[src/rtl/mag_cmp_pkg.sv]
// Shared definitions for the serial magnitude comparator: result codes and FSM state encoding.
package mag_cmp_pkg;

  localparam logic [1:0] CMP_ZERO = 2'b00;
  localparam logic [1:0] CMP_GT   = 2'b01;
  localparam logic [1:0] CMP_LT   = 2'b10;
  localparam logic [1:0] CMP_EQ   = 2'b11;

  typedef enum logic [1:0] {
    StIdle = 2'b00,
    StRun  = 2'b01,
    StDone = 2'b10
  } state_e;

endpackage

[src/rtl/mag_cmp_bit.sv]
// Single bit-pair decision; invert flips the sense for the sign bit of two's-complement operands.
module mag_cmp_bit (
  input  logic a_i,
  input  logic b_i,
  input  logic invert_i,
  output logic gt_o,
  output logic lt_o
);

  logic a_wins;
  logic b_wins;

  always_comb begin
    a_wins = a_i & ~b_i;
    b_wins = ~a_i & b_i;
    gt_o   = invert_i ? b_wins : a_wins;
    lt_o   = invert_i ? a_wins : b_wins;
  end

endmodule

[src/rtl/mag_compare_serial.sv]
// Bit-serial magnitude comparator: scans captured operands MSB first and stops at the first
// differing bit pair.
module mag_compare_serial
  import mag_cmp_pkg::*;
#(
  parameter int unsigned WIDTH = 8
) (
  input  logic             clk_i,
  input  logic             rst_ni,
  input  logic             start_i,
  input  logic             clear_i,
  input  logic             signed_mode_i,
  input  logic [WIDTH-1:0] a_i,
  input  logic [WIDTH-1:0] b_i,
  output logic             busy_o,
  output logic             done_o,
  output logic [1:0]       r_o
);

  localparam int unsigned IdxW = $clog2(WIDTH);
  localparam logic [IdxW-1:0] IdxMsb = IdxW'(WIDTH - 1);

  state_e           state_q, state_d;
  logic [WIDTH-1:0] a_q, a_d;
  logic [WIDTH-1:0] b_q, b_d;
  logic             signed_q, signed_d;
  logic             zero_q, zero_d;
  logic [IdxW-1:0]  idx_q, idx_d;
  logic [1:0]       r_q, r_d;

  logic bit_gt;
  logic bit_lt;

  mag_cmp_bit u_bit (
    .a_i      (a_q[idx_q]),
    .b_i      (b_q[idx_q]),
    .invert_i (signed_q && (idx_q == IdxMsb)),
    .gt_o     (bit_gt),
    .lt_o     (bit_lt)
  );

  always_comb begin
    state_d  = state_q;
    a_d      = a_q;
    b_d      = b_q;
    signed_d = signed_q;
    zero_d   = zero_q;
    idx_d    = idx_q;
    r_d      = r_q;

    unique case (state_q)
      StIdle: begin
        // start wins over clear here; clear only acts on a comparison in progress
        if (start_i) begin
          a_d      = a_i;
          b_d      = b_i;
          signed_d = signed_mode_i;
          zero_d   = (a_i == '0) && (b_i == '0);
          idx_d    = IdxMsb;
          state_d  = StRun;
        end
      end
      StRun: begin
        if (clear_i) begin
          state_d = StIdle;
        end else if (bit_gt) begin
          r_d     = CMP_GT;
          state_d = StDone;
        end else if (bit_lt) begin
          r_d     = CMP_LT;
          state_d = StDone;
        end else if (idx_q == '0) begin
          r_d     = zero_q ? CMP_ZERO : CMP_EQ;
          state_d = StDone;
        end else begin
          idx_d = idx_q - 1'b1;
        end
      end
      StDone: begin
        state_d = StIdle;
      end
      default: begin
        state_d = StIdle;
      end
    endcase
  end

  always_ff @(posedge clk_i or negedge rst_ni) begin
    if (!rst_ni) begin
      state_q  <= StIdle;
      a_q      <= '0;
      b_q      <= '0;
      signed_q <= 1'b0;
      zero_q   <= 1'b0;
      idx_q    <= IdxMsb;
      r_q      <= CMP_ZERO;
    end else begin
      state_q  <= state_d;
      a_q      <= a_d;
      b_q      <= b_d;
      signed_q <= signed_d;
      zero_q   <= zero_d;
      idx_q    <= idx_d;
      r_q      <= r_d;
    end
  end

  always_comb begin
    busy_o = (state_q == StRun);
    done_o = (state_q == StDone);
    r_o    = r_q;
  end

endmodule

[config.mk]
export PLATFORM = sky130hd
export DESIGN_NAME = mag_compare_serial
export DESIGN_NICKNAME = d
export VERILOG_FILES = /design/src/rtl/mag_cmp_pkg.sv /design/src/rtl/mag_cmp_bit.sv /design/src/rtl/mag_compare_serial.sv
export SDC_FILE = /design/constraint.sdc
export NUM_CORES = 1
export LEC_CHECK = 0
export BUFFER_PORTS_ARGS = -buffer_cell sky130_fd_sc_hd__clkbuf_2
export CAP_MARGIN = 20
export CORE_MARGIN = 2
export CORE_UTILIZATION = 46
export CTS_BUF_LIST = sky130_fd_sc_hd__clkbuf_16
export DETAILED_ROUTE_END_ITERATION = 10
export GPL_TIMING_DRIVEN = 1
export MAX_ROUTING_LAYER = met4
export PLACE_DENSITY = 0.73
export SETUP_SLACK_MARGIN = 0.1
export SLEW_MARGIN = 20
export SYNTH_ARGS = -nofsm -noshare
export SYNTH_HDL_FRONTEND = slang
export SYNTH_HIERARCHICAL = 1
export SYNTH_SLANG_ARGS = --single-unit
[constraint.sdc]
create_clock -name clk_i -period 3.25 [get_ports clk_i]
set_input_delay 0.1625 -clock clk_i [delete_from_list [all_inputs] [get_ports clk_i]]
set_output_delay 0.1625 -clock clk_i [all_outputs]
set_load 0.1 [all_outputs]
==> results.md, run 1 <==
- TritonCTS buffer count: 3
- Initial Utilization: 0.4723
- Combinational cell fraction of total power: 0.491
- Power consumption: 0.001663 W
- Clock tree root driver cell: clkbuf_16
- Count of endpoints failing hold in the final timing report: 0
- Yosys top cell by area: dfrtp_1
- Highest attainable clock frequency: 0.3821 GHz
- Number of routed nets with antenna violations: 0
- Drt pass-1 iters: 4
- Worst-path maximum fanout: 6
- Setup Slack @ Placement: 0.6155 ns
- Internal Power: 0.0009948 W
- Fraction of registers with async set or reset after synthesis: 1.000
- Fin nets: 148
- Total placed instance area: 0.001423 mm²
- Setup repair after global routing missed its margin: no
- Congestion Overflow GR: 0
- Area fraction of the dominant cell type after synthesis: 0.4339
- H-tree level count: 1
- Average footprint of a synthesized cell: 13.22 µm²
- Fraction of final layout cells with drive strength greater than 1: 0.4959
- Post-Layout Cell Count: 154
- Data arrival time of the worst path: 2.76 ns
- Clock latency of the later-clocked register in the worst-skew pair: 0.25 ns
- Critical path class: reg2reg
- Leading cell types by count after synthesis: dfrtp_1, mux2_2, nand2_1, inv_1
- Setup TNS: 0 ns
- Depth of the worst register-to-register path: 8
- Inst Count DP: 149
- Setup-failing EPs final: 0
- P_leak: 0.6876 nW
- Core Region: 0.002686 mm²
- Number of buffers inserted by port buffering: 24
- Net switching fraction of the power: 0.4020
- Area Growth Syn to Fin: 19.13%
- Number of enable flip-flop cells after synthesis: 0
- Most used flip-flop cell after synthesis: dfrtp_1
- I/O pin cnt: 25
- Kind of start point of the critical path: register
- Placement row count: 19
- Diode insertion count for antenna repair: 0
- Launch instance of the worst register-to-register path: idx_q[0]
- Run status: complete, no violations
- Max-cap viol count: 0
- Area contributors post-synth: dfrtp_1, mux2_2, mux4_2
- Synth Warn #: 6
- Clk sink count: 25
- Die boundary width: 56.52 µm
- Power per unit of standard cell area: 1101 mW/mm²
- Synthesized net count: 120
- End of the critical path: r_o[0]
- Remaining routing DRC violations: 0
- Bufs on Longest Clock Path: 2
- Post-Synthesis Cell Area: 0.001269 mm²
- Sw power: 0.0006687 W
- Most numerous cell in the Yosys netlist: dfrtp_1
- CTS tree: built
- Min cycle time layout: 2.617 ns
- Die Height: 56.52 µm
- Yosys cell types: 30
- Final wirelength: 2331 µm
- WL per Instance: 15.14 µm
- Pin count of the biggest net entering global routing: 26
- Sequential share of power: 0.351
- Worst min-delay path class: in2reg
- Detail Placement HPWL: 1790 µm
- Number of DRC markers in iteration 0: 11
- Via count: 846
- Transition time at the pin with the least slew margin: 0.6008 ns
- Register area share after synthesis: 0.4961
- Antenna violations before repair: 0
- Global-route wire length before repair: 4140 µm
- Worst setup skew after layout: 0.002421 ns
- Via count of the first global-routing pass: 892
- Start point of the critical path: idx_q[0]
- Final weighted congestion of routability-driven global placement: 0.8119
- Minimum setup slack among reg-to-reg paths: 0.63 ns
- Pins Over Slew Limit: 0
- Smallest setup slack after layout: 0.6332 ns
- Reg-to-reg endpoint: r_o[0]
- Max VDD drop: 0.7826 mV
- Worst Path Required: 3.39 ns
- Post-CTS clock slew at the launch and capture registers of the worst setup and hold paths: 0.06 ns
- Seq cells post-synth: 25
- Via density per instance: 5.494
- Power share of the clock group: 0.158
- Fin area: 0.001511 mm²
- Period utilisation layout: 0.8052
- Mapped Cells: 96
- Die area: 0.003194 mm²
- Type of element capturing the critical path: register
- GRT Resource Usage Total: 0.1769
- Tightest slew margin relative to the limit: 0.5994
[state kept, by name, indices dropped and copies added, names as in the netlist]
name      cells
r_o           2
a_q           8
idx_q         3
signed_q      1
state_q       2
zero_q        1
b_q           8
[kinds of logic (layout without fill, tap and decap cells)]
group | after synthesis | after routing | synth area share
AND/OR/NAND/NOR | 23 | 23 | 0.1144
buffers and inverters | 9 | 36 | 0.03155
flip-flops | 25 | 25 | 0.4961
adder cells (fa/ha/maj) | 3 | 3 | 0.02959
multiplexers | 26 | 26 | 0.2633
AO/OA/AOI/OAI | 10 | 10 | 0.06510
[per-layer routing]
metal,up-vias,global-route usage,share of wire
met3,4,0.03456,0.035
li1,401,-,-
met4,0,0.07143,0.020
met1,426,0.2173,0.42
met2,15,0.2874,0.52
met5,-,-,0
[area by class of cell]
cell class	count	area [µm²]
Tap cell	31	38.79
Inverter	6	22.52
Fill cell	229	1175
Sequential cell	25	629.4
Timing Repair Buffer	26	137.6
Clock inverter	1	3.754
Clock buffer	3	75.07
Multi-Input combinational cell	62	604.3
[worst max-delay path: stages, from the launching register on]
cell,delay [ns]
dfstp_2,0.62
mux4_2,0.51
nand2_1,0.08
nand2_1,0.06
or2b_1,0.23
mux2i_1,0.32
a211oi_4,0.10
nor4_4,0.21
mux2_2,0.37
[worst min path at each step]
stage | from | to | slack [ns] | cells after the start
after floorplan | rst_ni | a_q[0] | -0.13 | 0
after global placement | rst_ni | state_q[0] | 0.20 | 1
after detailed placement | rst_ni | state_q[0] | 0.20 | 1
after CTS | clear_i | state_q[1] | 0.12 | 2
after global routing | clear_i | state_q[1] | 0.13 | 2
final | clear_i | state_q[1] | 0.12 | 2
[metrics by stage]
step | hold slack [ns] | util
after CTS | 0.1175 | 0.5626
after detailed placement | 0.2041 | 0.5296
after floorplan | -0.1331 | -
after global routing | 0.1263 | 0.5626
final | 0.1165 | 0.5626
after global placement | 0.1976 | 0.5296
[repair_timing]
item | 4_1_cts | 5_1_grt
resized for setup | 0 | 0
endpoints found under the hold margin | 22 | 0
buffers inserted | 0 | 0
hold buffers | 1 | 0
[placed cells by master, fill, tap and decap left out]
cell type and count:
inv_1 6, nor2b_1 1, nand4_1 1, buf_4 1, nor2_1 2, nand2b_1 3, and3_2 3, dlygate4sd3_1 1
mux2i_1 3, a211oi_1 1, o21bai_1 1, o21a_1 1, clkbuf_16 3, nand2_1 6, mux4_2 4, inv_2 1
a311oi_1 1, nor4_4 1, mux2_2 19, nor4_1 4, or2b_1 1, clkbuf_2 24, dfrtp_1 22, dfstp_2 3
a2bb2oi_1 1, nor3b_2 1, a211oi_4 1, a21oi_1 2, o211ai_1 1, ha_1 3, o21ai_0 1
[power by group through the flow]
stage,combinational (W),sequential (W),clock (W)
after detailed placement,0.000820,0.000590,0
after global placement,0.000797,0.000578,0
after global routing,0.000890,0.000605,0.000282
final,0.000817,0.000583,0.000263
after CTS,0.000828,0.000586,0.000268
after floorplan,0.000649,0.000607,0
Power figures use the tool's default switching activity.
==> run 2: changes to the inputs <==
Clock period 3.25 ns to 2.6 ns, I/O delays scaled along.
==> run 2 against run 1 <==
Sequential power rose by 23%. Final area rose by 5.7%. Largest cell class is now multi-input combinational cells. Clock power rose by 31%. Register-to-register slack got worse by 0.52 ns. Hold slack got worse by 0.033 ns.
==> results.md, run 2 (same netlist as run 1, synthesis figures left out) <==
- Worst Path Required: 2.74 ns
- Placement row count: 19
- Hold path depth: 2
- Number of routed nets with antenna violations: 0
- Kind of start point of the critical path: register
- Tightest slew margin relative to the limit: 0.5930
- Die area: 0.003194 mm²
- Data arrival time of the worst path: 2.63 ns
- Clock tree root driver cell: clkbuf_16
- Max VDD drop: 1.604 mV
- Number of buffers inserted by port buffering: 24
- Detail Placement HPWL: 1700 µm
- Area Growth Syn to Fin: 25.94%
- Period utilisation layout: 0.9557
- Worst-path maximum fanout: 5
- Number of DRC markers in iteration 0: 44
- Critical path class: reg2reg
- Bufs on Longest Clock Path: 2
- CTS tree: built
- Core Region: 0.002686 mm²
- Hold Crit Start: clear_i
- TritonCTS buffer count: 3
- Depth of the worst register-to-register path: 8
- Inst Count DP: 149
- Max-cap viol count: 0
- Minimum setup slack among reg-to-reg paths: 0.12 ns
- Biggest registers after layout: a_q x8, b_q x8, idx_q x3
- Filler Cells Inserted: 240
- Highest attainable clock frequency: 0.4025 GHz
- Pins Over Slew Limit: 0
- WL per Instance: 14.95 µm
- Via count of the first global-routing pass: 918
- Via count: 859
- Setup Slack @ Placement: 0.004734 ns
- Min cycle time layout: 2.485 ns
- Congestion Overflow GR: 0
- Die boundary width: 56.52 µm
- Global-route wire length before repair: 4126 µm
- Worst hold endpoint: state_q[1]
- Final weighted congestion of routability-driven global placement: 0.7947
- Pin count of the biggest net entering global routing: 26
- Worst min-delay path class: in2reg
- Count of endpoints failing hold in the final timing report: 0
- Remaining routing DRC violations: 0
- Worst setup skew after layout: 0.002958 ns
- Final wirelength: 2377 µm
- H-tree level count: 1
- Via density per instance: 5.403
- Post-Layout Cell Count: 159
- Diode insertion count for antenna repair: 0
- Die Height: 56.52 µm
- Antenna violations before repair: 0
- GRT Resource Usage Total: 0.1724
- Clock latency of the later-clocked register in the worst-skew pair: 0.26 ns
- Reg-to-reg endpoint: r_o[0]
- Run status: complete, no violations
- Drt pass-1 iters: 2
- Final standard cell utilization of the core: 0.5948
- Transition time at the pin with the least slew margin: 0.6106 ns
- P_leak: 0.7156 nW
- Setup repair after global routing missed its margin: yes
- Setup-failing EPs final: 0
- Fraction of final layout cells with drive strength greater than 1: 0.5703
- I/O pin cnt: 25
- Commonest non-fill, non-tap cell in the layout: clkbuf_2
- Smallest setup slack after layout: 0.1153 ns
- Launch instance of the worst register-to-register path: idx_q[0]
- Fin nets: 153
- Initial Utilization: 0.4723
- Power per unit of standard cell area: 1473 mW/mm²
- Clk sink count: 25
- Post-CTS clock slew at the launch and capture registers of the worst setup and hold paths: 0.06 ns
- Type of element capturing the critical path: register
- Commonest non-fill, non-tap cells in the layout: clkbuf_2, dfrtp_1, mux2_2
run 2: stage by stage:
stage / power (W) / hold WS, ns / TNS, ns / instance area, µm²
final: 0.002354 / 0.08375 / 0 / 1598
after global placement: 0.001751 / 0.1616 / 0 / 1430
after CTS: 0.002279 / 0.07955 / 0 / 1563
after floorplan: 0.001616 / -0.1656 / 0 / 1285
after global routing: 0.002513 / 0.09565 / -0.008066 / 1598
after detailed placement: 0.001784 / 0.1679 / 0 / 1430
run 2: how the worst max path moves through the flow:
stage | start | to | slack, ns | depth (start not counted)
after global placement | idx_q[0] | r_o[1] | 0.09 | 8
after CTS | idx_q[0] | r_o[0] | 0.07 | 8
after detailed placement | idx_q[0] | r_o[1] | 0.005 | 8
after floorplan | idx_q[0] | r_o[0] | 0.09 | 9
final | idx_q[0] | r_o[0] | 0.12 | 8
after global routing | idx_q[0] | idx_q[1] | -0.006 | 10
run 2: final cells by class:
| cell class | instances | area [µm²] | area share |
|---|---|---|---|
| clock buffers | 3 | 75.07 | 0.04699 |
| clock inverters | 1 | 7.507 | 0.004699 |
| inverters | 6 | 22.52 | 0.01410 |
| multi-input cells | 62 | 649.4 | 0.4064 |
| flip-flops and latches | 25 | 629.4 | 0.3939 |
| well taps | 31 | 38.79 | 0.02428 |
| repair buffers | 31 | 175.2 | 0.1096 |
run 2: repair_timing:
item                                    4_1_cts  5_1_grt
endpoints found under the setup margin        3        5
resized for setup                             2        5
endpoints found under the hold margin        22        0
pin swaps                                     0        1
cloned                                        0        0
hold buffers                                  1        0
buffers inserted                              3        2
run 2: critical path: stages (launching register included):
cell and delay (ns):
dfstp_2 0.58, mux4_2 0.50, nand2_1 0.09, nand2_2 0.08
or2b_4 0.28, mux2i_4 0.19, a211oi_4 0.09, nor4_4 0.20
mux2_2 0.37
run 2: metal layers:
layer  wire [µm]  vias to the layer above  GRT usage  part of all wire
met4          17                        0    0.04082            0.0072
met3         101                        2    0.05760             0.042
li1            -                      414          -                 -
met5           0                        -          -                 0
met2        1267                       19     0.2857              0.53
met1         991                      424     0.2034              0.42
run 2: report_power, final:
part	internal, W	switching (W)	total, W
registers	0.000582	0.000135	0.000716
clock network	0.000209	0.000136	0.000345
logic	0.000630	0.000663	0.00129
total	0.00142	0.000934	0.00235
